<file path="src/rtl/req_priority_arbiter_if.sv">
// Request/grant bundle between the requesting agents and req_priority_arbiter.
// Handshake: req[i] is a level request; a registered one-hot grant answers it and is held while req[i] stays high.
interface req_priority_arbiter_if;
  logic [7:0] req;
  logic [7:0] grant;
  logic [2:0] grant_id;
  logic       grant_valid;
  logic       timeout;
  logic       state_dbg;

  modport master (
    output req,
    input  grant, grant_id, grant_valid, timeout, state_dbg
  );

  modport slave (
    input  req,
    output grant, grant_id, grant_valid, timeout, state_dbg
  );
endinterface

</file>
<file path="src/rtl/req_priority_arbiter.sv">
// 8-way hold-until-release arbiter with a hold timeout and a mandatory idle bubble.
// Optional macro ARB_ROUND_ROBIN_EN switches fixed priority (bit 7 highest) to rotating priority.
module req_priority_arbiter #(
  parameter int N_REQ    = 8,
  parameter int MAX_HOLD = 16,
  parameter int CNT_W    = 8
) (
  input logic                   clk,
  input logic                   rst,
  req_priority_arbiter_if.slave bus
);

  typedef enum logic {IDLE, GRANT} state_t;

  state_t           state;
  logic [CNT_W-1:0] cnt;
  logic [N_REQ-1:0] req_s;
  logic [2:0]       win_id;

  assign req_s         = bus.req;
  assign bus.state_dbg = (state == GRANT);

`ifdef ARB_ROUND_ROBIN_EN
  logic [2:0] rr_ptr;
  logic       rr_primed;
  logic [2:0] start;
  logic [2:0] idx;
  logic       found;

  // Before the first grant the search starts at 7, so the sequence opens 7,6,5,...
  always_comb begin
    start  = rr_primed ? rr_ptr - 3'd1 : 3'd7;
    win_id = 3'd0;
    idx    = 3'd0;
    found  = 1'b0;
    for (int k = 0; k < 8; k++) begin
      idx = start - 3'(k);
      if (!found && req_s[idx]) begin
        win_id = idx;
        found  = 1'b1;
      end
    end
  end

  always_ff @(posedge clk or posedge rst) begin
    if (rst) begin
      rr_ptr    <= 3'd7;
      rr_primed <= 1'b0;
    end else if (state == IDLE && |req_s) begin
      rr_ptr    <= win_id;
      rr_primed <= 1'b1;
    end
  end
`else
  // Ascending scan: the highest set bit is written last and wins.
  always_comb begin
    win_id = 3'd0;
    for (int i = 0; i < 8; i++) begin
      if (req_s[i]) win_id = 3'(i);
    end
  end
`endif

  always_ff @(posedge clk or posedge rst) begin
    if (rst) begin
      state           <= IDLE;
      cnt             <= '0;
      bus.grant       <= 8'h00;
      bus.grant_id    <= 3'd0;
      bus.grant_valid <= 1'b0;
      bus.timeout     <= 1'b0;
    end else begin
      bus.timeout <= 1'b0;
      case (state)
        IDLE: begin
          cnt <= '0;
          if (|req_s) begin
            state           <= GRANT;
            bus.grant_id    <= win_id;
            bus.grant       <= 8'b1 << win_id;
            bus.grant_valid <= 1'b1;
            cnt             <= CNT_W'(1);
          end
        end
        GRANT: begin
          // Every release lands in IDLE, which provides the one-cycle bubble.
          if (!req_s[bus.grant_id] || cnt >= CNT_W'(MAX_HOLD)) begin
            state           <= IDLE;
            cnt             <= '0;
            bus.grant       <= 8'h00;
            bus.grant_id    <= 3'd0;
            bus.grant_valid <= 1'b0;
            bus.timeout     <= req_s[bus.grant_id];
          end else begin
            cnt <= cnt + CNT_W'(1);
          end
        end
        default: state <= IDLE;
      endcase
    end
  end

endmodule

</file>
<file path="src/flat_wrapper.sv">
// flat-port wrapper written by rule: the top's interface ports become plain ports
module req_priority_arbiter_flat 
#(
  parameter int N_REQ    = 8,
  parameter int MAX_HOLD = 16,
  parameter int CNT_W    = 8
)
  (clk, rst, bus_req, bus_grant, bus_grant_id, bus_grant_valid, bus_timeout, bus_state_dbg);
  req_priority_arbiter_if bus_i ();
  input logic clk;
  input logic rst;
  input wire logic [$bits(bus_i.req)-1:0] bus_req;
  output wire logic [$bits(bus_i.grant)-1:0] bus_grant;
  output wire logic [$bits(bus_i.grant_id)-1:0] bus_grant_id;
  output wire logic [$bits(bus_i.grant_valid)-1:0] bus_grant_valid;
  output wire logic [$bits(bus_i.timeout)-1:0] bus_timeout;
  output wire logic [$bits(bus_i.state_dbg)-1:0] bus_state_dbg;
  assign bus_i.req = bus_req;
  assign bus_grant = bus_i.grant;
  assign bus_grant_id = bus_i.grant_id;
  assign bus_grant_valid = bus_i.grant_valid;
  assign bus_timeout = bus_i.timeout;
  assign bus_state_dbg = bus_i.state_dbg;
  req_priority_arbiter #(.N_REQ(N_REQ), .MAX_HOLD(MAX_HOLD), .CNT_W(CNT_W)) u_core (.clk(clk), .rst(rst), .bus(bus_i));
endmodule
</file>
<file path="config.mk">
export PLATFORM = sky130hd
export DESIGN_NAME = req_priority_arbiter_flat
export DESIGN_NICKNAME = d
export VERILOG_FILES = /design/src/rtl/req_priority_arbiter_if.sv /design/src/rtl/req_priority_arbiter.sv /design/src/flat_wrapper.sv
export SDC_FILE = /design/constraint.sdc
export NUM_CORES = 1
export LEC_CHECK = 0
export ABC_CLOCK_PERIOD_IN_PS = 2000
export CAP_MARGIN = 10
export CORE_MARGIN = 4
export CORE_UTILIZATION = 50
export DETAILED_ROUTE_END_ITERATION = 6
export DONT_BUFFER_PORTS = 1
export GPL_ROUTABILITY_DRIVEN = 0
export HOLD_SLACK_MARGIN = 0.15
export PLACE_DENSITY_LB_ADDON = 0.08
export SETUP_SLACK_MARGIN = 0.2
export SLEW_MARGIN = 20
export SYNTH_ARGS = -nofsm -noshare
export SYNTH_HDL_FRONTEND = slang
export SYNTH_SLANG_ARGS = --single-unit
</file>
<file path="constraint.sdc">
create_clock -name clk -period 2 [get_ports clk]
set_input_delay 0.2 -clock clk [delete_from_list [all_inputs] [get_ports clk]]
set_output_delay 0.2 -clock clk [all_outputs]
set_load 0.01 [all_outputs]
</file>
==> flow_summary.yaml <==
routing:
  vias_per_cell: 5.570
  via_count: 880
  drt-total-wl_um: 2603
  drt_iter0_markers: 38
  first_pass_iters: 4
  wl_per_cell_um: 16.47
  ant_nets: 0
  drc: 0
placement:
  portBuffers: 0
  place_ws_ns: 0.3220
  dp.cells: 135
  hpwl_um: 1626
run_status:
  status: "complete, no violations"
setup_path:
  cp-end-kind: "register"
  setup.worst_path.class: "in -> reg"
  startpoint_type: "input pin"
  arrival_ns: 1.93
  crit_start: "bus_req[3]"
  r2r_start: "u_core.bus.state_dbg$_DFF_PP0_"
  r2r-end: "u_core.bus.grant[4]$_DFFE_PP0P_"
  reg2regPathDepth: 6
  rrSetupSlack_ns: 0.30
  crit_required_ns: 2.23
  cp_max_fo: 3
yosys:
  synth_area_mm2: 0.001147
  synth.yosys.seq_area_share: 0.4798
  ys_ff_latch: 22
  synthCells: 106
  yosys.area.top_type: "dfrtp_1"
  postSynthAreaPerCell_um2: 10.82
  synth_common_cells: "22 x dfrtp_1, 19 x nor2_1, 9 x inv_1, 7 x a21oi_1, 6 x mux2i_1"
  yosysWarnings: 0
  synth_top_cell_area_share: 0.4798
  synth-main-ff-cell: "dfrtp_1"
  synth.area.top_cells: "dfrtp_1 48%, nor2_1 6.2%, mux2i_1 5.2%"
  yosysMostFrequentCell: "dfrtp_1"
  yosys.cell_types.count: 36
  ys_async_sr_fraction: 1.000
  synth_edf_count: 0
global_route:
  antenna_found_initial: 0
  grt_pass1_wl_um: 4429
  grt_start_max_net_pins: 23
  grt_use_total: 0.1758
  grt_overflow: 0
  first_global_vias: 931
sta:
  period_minus_slack_ns: 1.707
  relSlewSlack: 0.4364
  postLayoutSetupSlackWorst_ns: 0.2933
  rsz0062_at_grt: "false"
  holdWs_ns: 0.1549
  final.setup.tns_ns: 0
  slew_viol_final: 0
  tightestPinTransition_ns: 0.8445
  period_share: 0.8534
  fin_skew_ns: 0.004997
  fmax_ghz: 0.5859
  setup_viol: 0
  hold_viol_final: 0
hold_path:
  min_from: "bus_req[5]"
  holdPathEnd: "u_core.bus.grant_id[1]$_DFFE_PP0P_"
  worstHoldPathType: "in -> reg"
  whs_path_depth: 3
cts:
  cts.sinks: 22
  cts_max_path_buffers: 2
  clkLatencyLatePin_ns: 0.32
  path_clk_slew_ns: 0.13
  cts_tree: "built"
  cts-root-buf: "clkbuf_4"
  htree_levels: 1
  cts_buffers: 3
floorplan:
  die_h_um: 55.91
  boundaryPins: 24
  start_util: 0.5237
  die-area_mm2: 0.003125
  die_w_um: 55.91
  placementRows: 17
  core_area_mm2: 0.002191
pwr:
  pwr_density_cell_mw_per_mm2: 1155
  finalPower_mw: 1.624
  leakage_nw: 0.5963
  max-vdd-ir-drop_mv: 0.7564
cells_and_area:
  drive_gt1_frac: 0.1692
  antenna_cells: 0
  area_growth_pct: 22.57
  fill_cells: 172
  fin_nets: 143
  final_cells: 158
run:
  maxCapViolations: 0
==> layer usage <==
layer	up-vias	part of all wire	global-route usage
met3	5	0.066	0.04176
met2	30	0.47	0.2821
li1	419	-	-
met5	-	0	0
met4	0	0.014	0.05763
met1	426	0.45	0.2336
==> sequential cells by signal, summed over array words and instances (netlist names) <==
register and cells:
u_core.bus.grant 8, u_core.cnt 8, u_core.bus.grant_id 3, u_core.bus.grant_valid 1
u_core.bus.state_dbg 1, u_core.bus.timeout 1
==> cell usage in the layout (no fill, tap or decap), types with 2 or more instances in the layout <==
| cell type | count |
|---|---|
| buf_4 | 8 |
| conb_1 | 3 |
| nand2_1 | 5 |
| nand2b_1 | 2 |
| nand3b_1 | 2 |
| xor2_1 | 2 |
| mux2i_1 | 6 |
| ha_1 | 2 |
| a21oi_1 | 7 |
| nor2_1 | 19 |
| nand3_1 | 3 |
| dlygate4sd3_1 | 13 |
| a32oi_1 | 2 |
| dfrtp_1 | 21 |
| clkbuf_4 | 3 |
| inv_1 | 9 |
==> area by class of cell <==
type	count	area, um2	share of cell area
sequential	22	551.8	0.3923
clock inverter	1	30.03	0.02135
multi-input combinational	74	543.0	0.3861
inverter	9	33.78	0.02402
timing repair buffer	21	190.2	0.1352
tap	28	35.03	0.02491
clock buffer	3	22.52	0.01601
==> worst max-delay path, stage by stage <==
cell	delay [ns]
dlygate4sd3_1	0.54
inv_1	0.07
a21oi_1	0.09
nor3_1	0.18
dlygate4sd3_1	0.59
a21oi_1	0.05
o32ai_1	0.21
==> per-stage QoR <==
stage | instance area (um2) | utilization
after floorplan | 1155 | -
after global placement | 1177 | 0.5374
after detailed placement | 1177 | 0.5374
after CTS | 1360 | 0.6208
after global routing | 1406 | 0.6419
final | 1406 | 0.6419
==> cells by family (layout without fill, tap and decap cells) <==
logic type	after synthesis	in the layout	synth area share
other	1	3	0.003268
buffers and inverters	12	34	0.05343
multiplexers	6	6	0.05235
AND/OR/NAND/NOR	39	39	0.1941
adder cells (fa/ha/maj)	2	2	0.02181
AO/OA/AOI/OAI	21	21	0.1723
flip-flops	22	22	0.4798
XOR/XNOR	3	3	0.02290
==> worst max-delay path by stage <==
stage / end / slack [ns] / cells past startpoint
final: u_core.bus.grant[0]$_DFFE_PP0P_ / 0.29 / 7
after global placement: u_core.bus.grant[5]$_DFFE_PP0P_ / 0.31 / 4
after detailed placement: u_core.bus.grant[3]$_DFFE_PP0P_ / 0.32 / 5
after floorplan: u_core.bus.grant[3]$_DFFE_PP0P_ / 0.43 / 5
after CTS: u_core.bus.grant[3]$_DFFE_PP0P_ / 0.29 / 5
after global routing: u_core.bus.grant[7]$_DFFE_PP0P_ / 0.19 / 6
==> timing repair <==
action,CTS,global route
endpoints found under the hold margin,32,0
resized for setup,0,1
setup buffers,0,6
hold buffers,13,0
endpoints found under the setup margin,0,11
==> where the power goes <==
part           internal (mW)  leakage (nW)  switching, mW  total, mW
clock                  0.203        0.0279          0.145      0.348
sequential             0.536         0.287          0.144      0.679
combinational          0.288         0.281          0.309      0.597
Power figures use the tool's default switching activity.
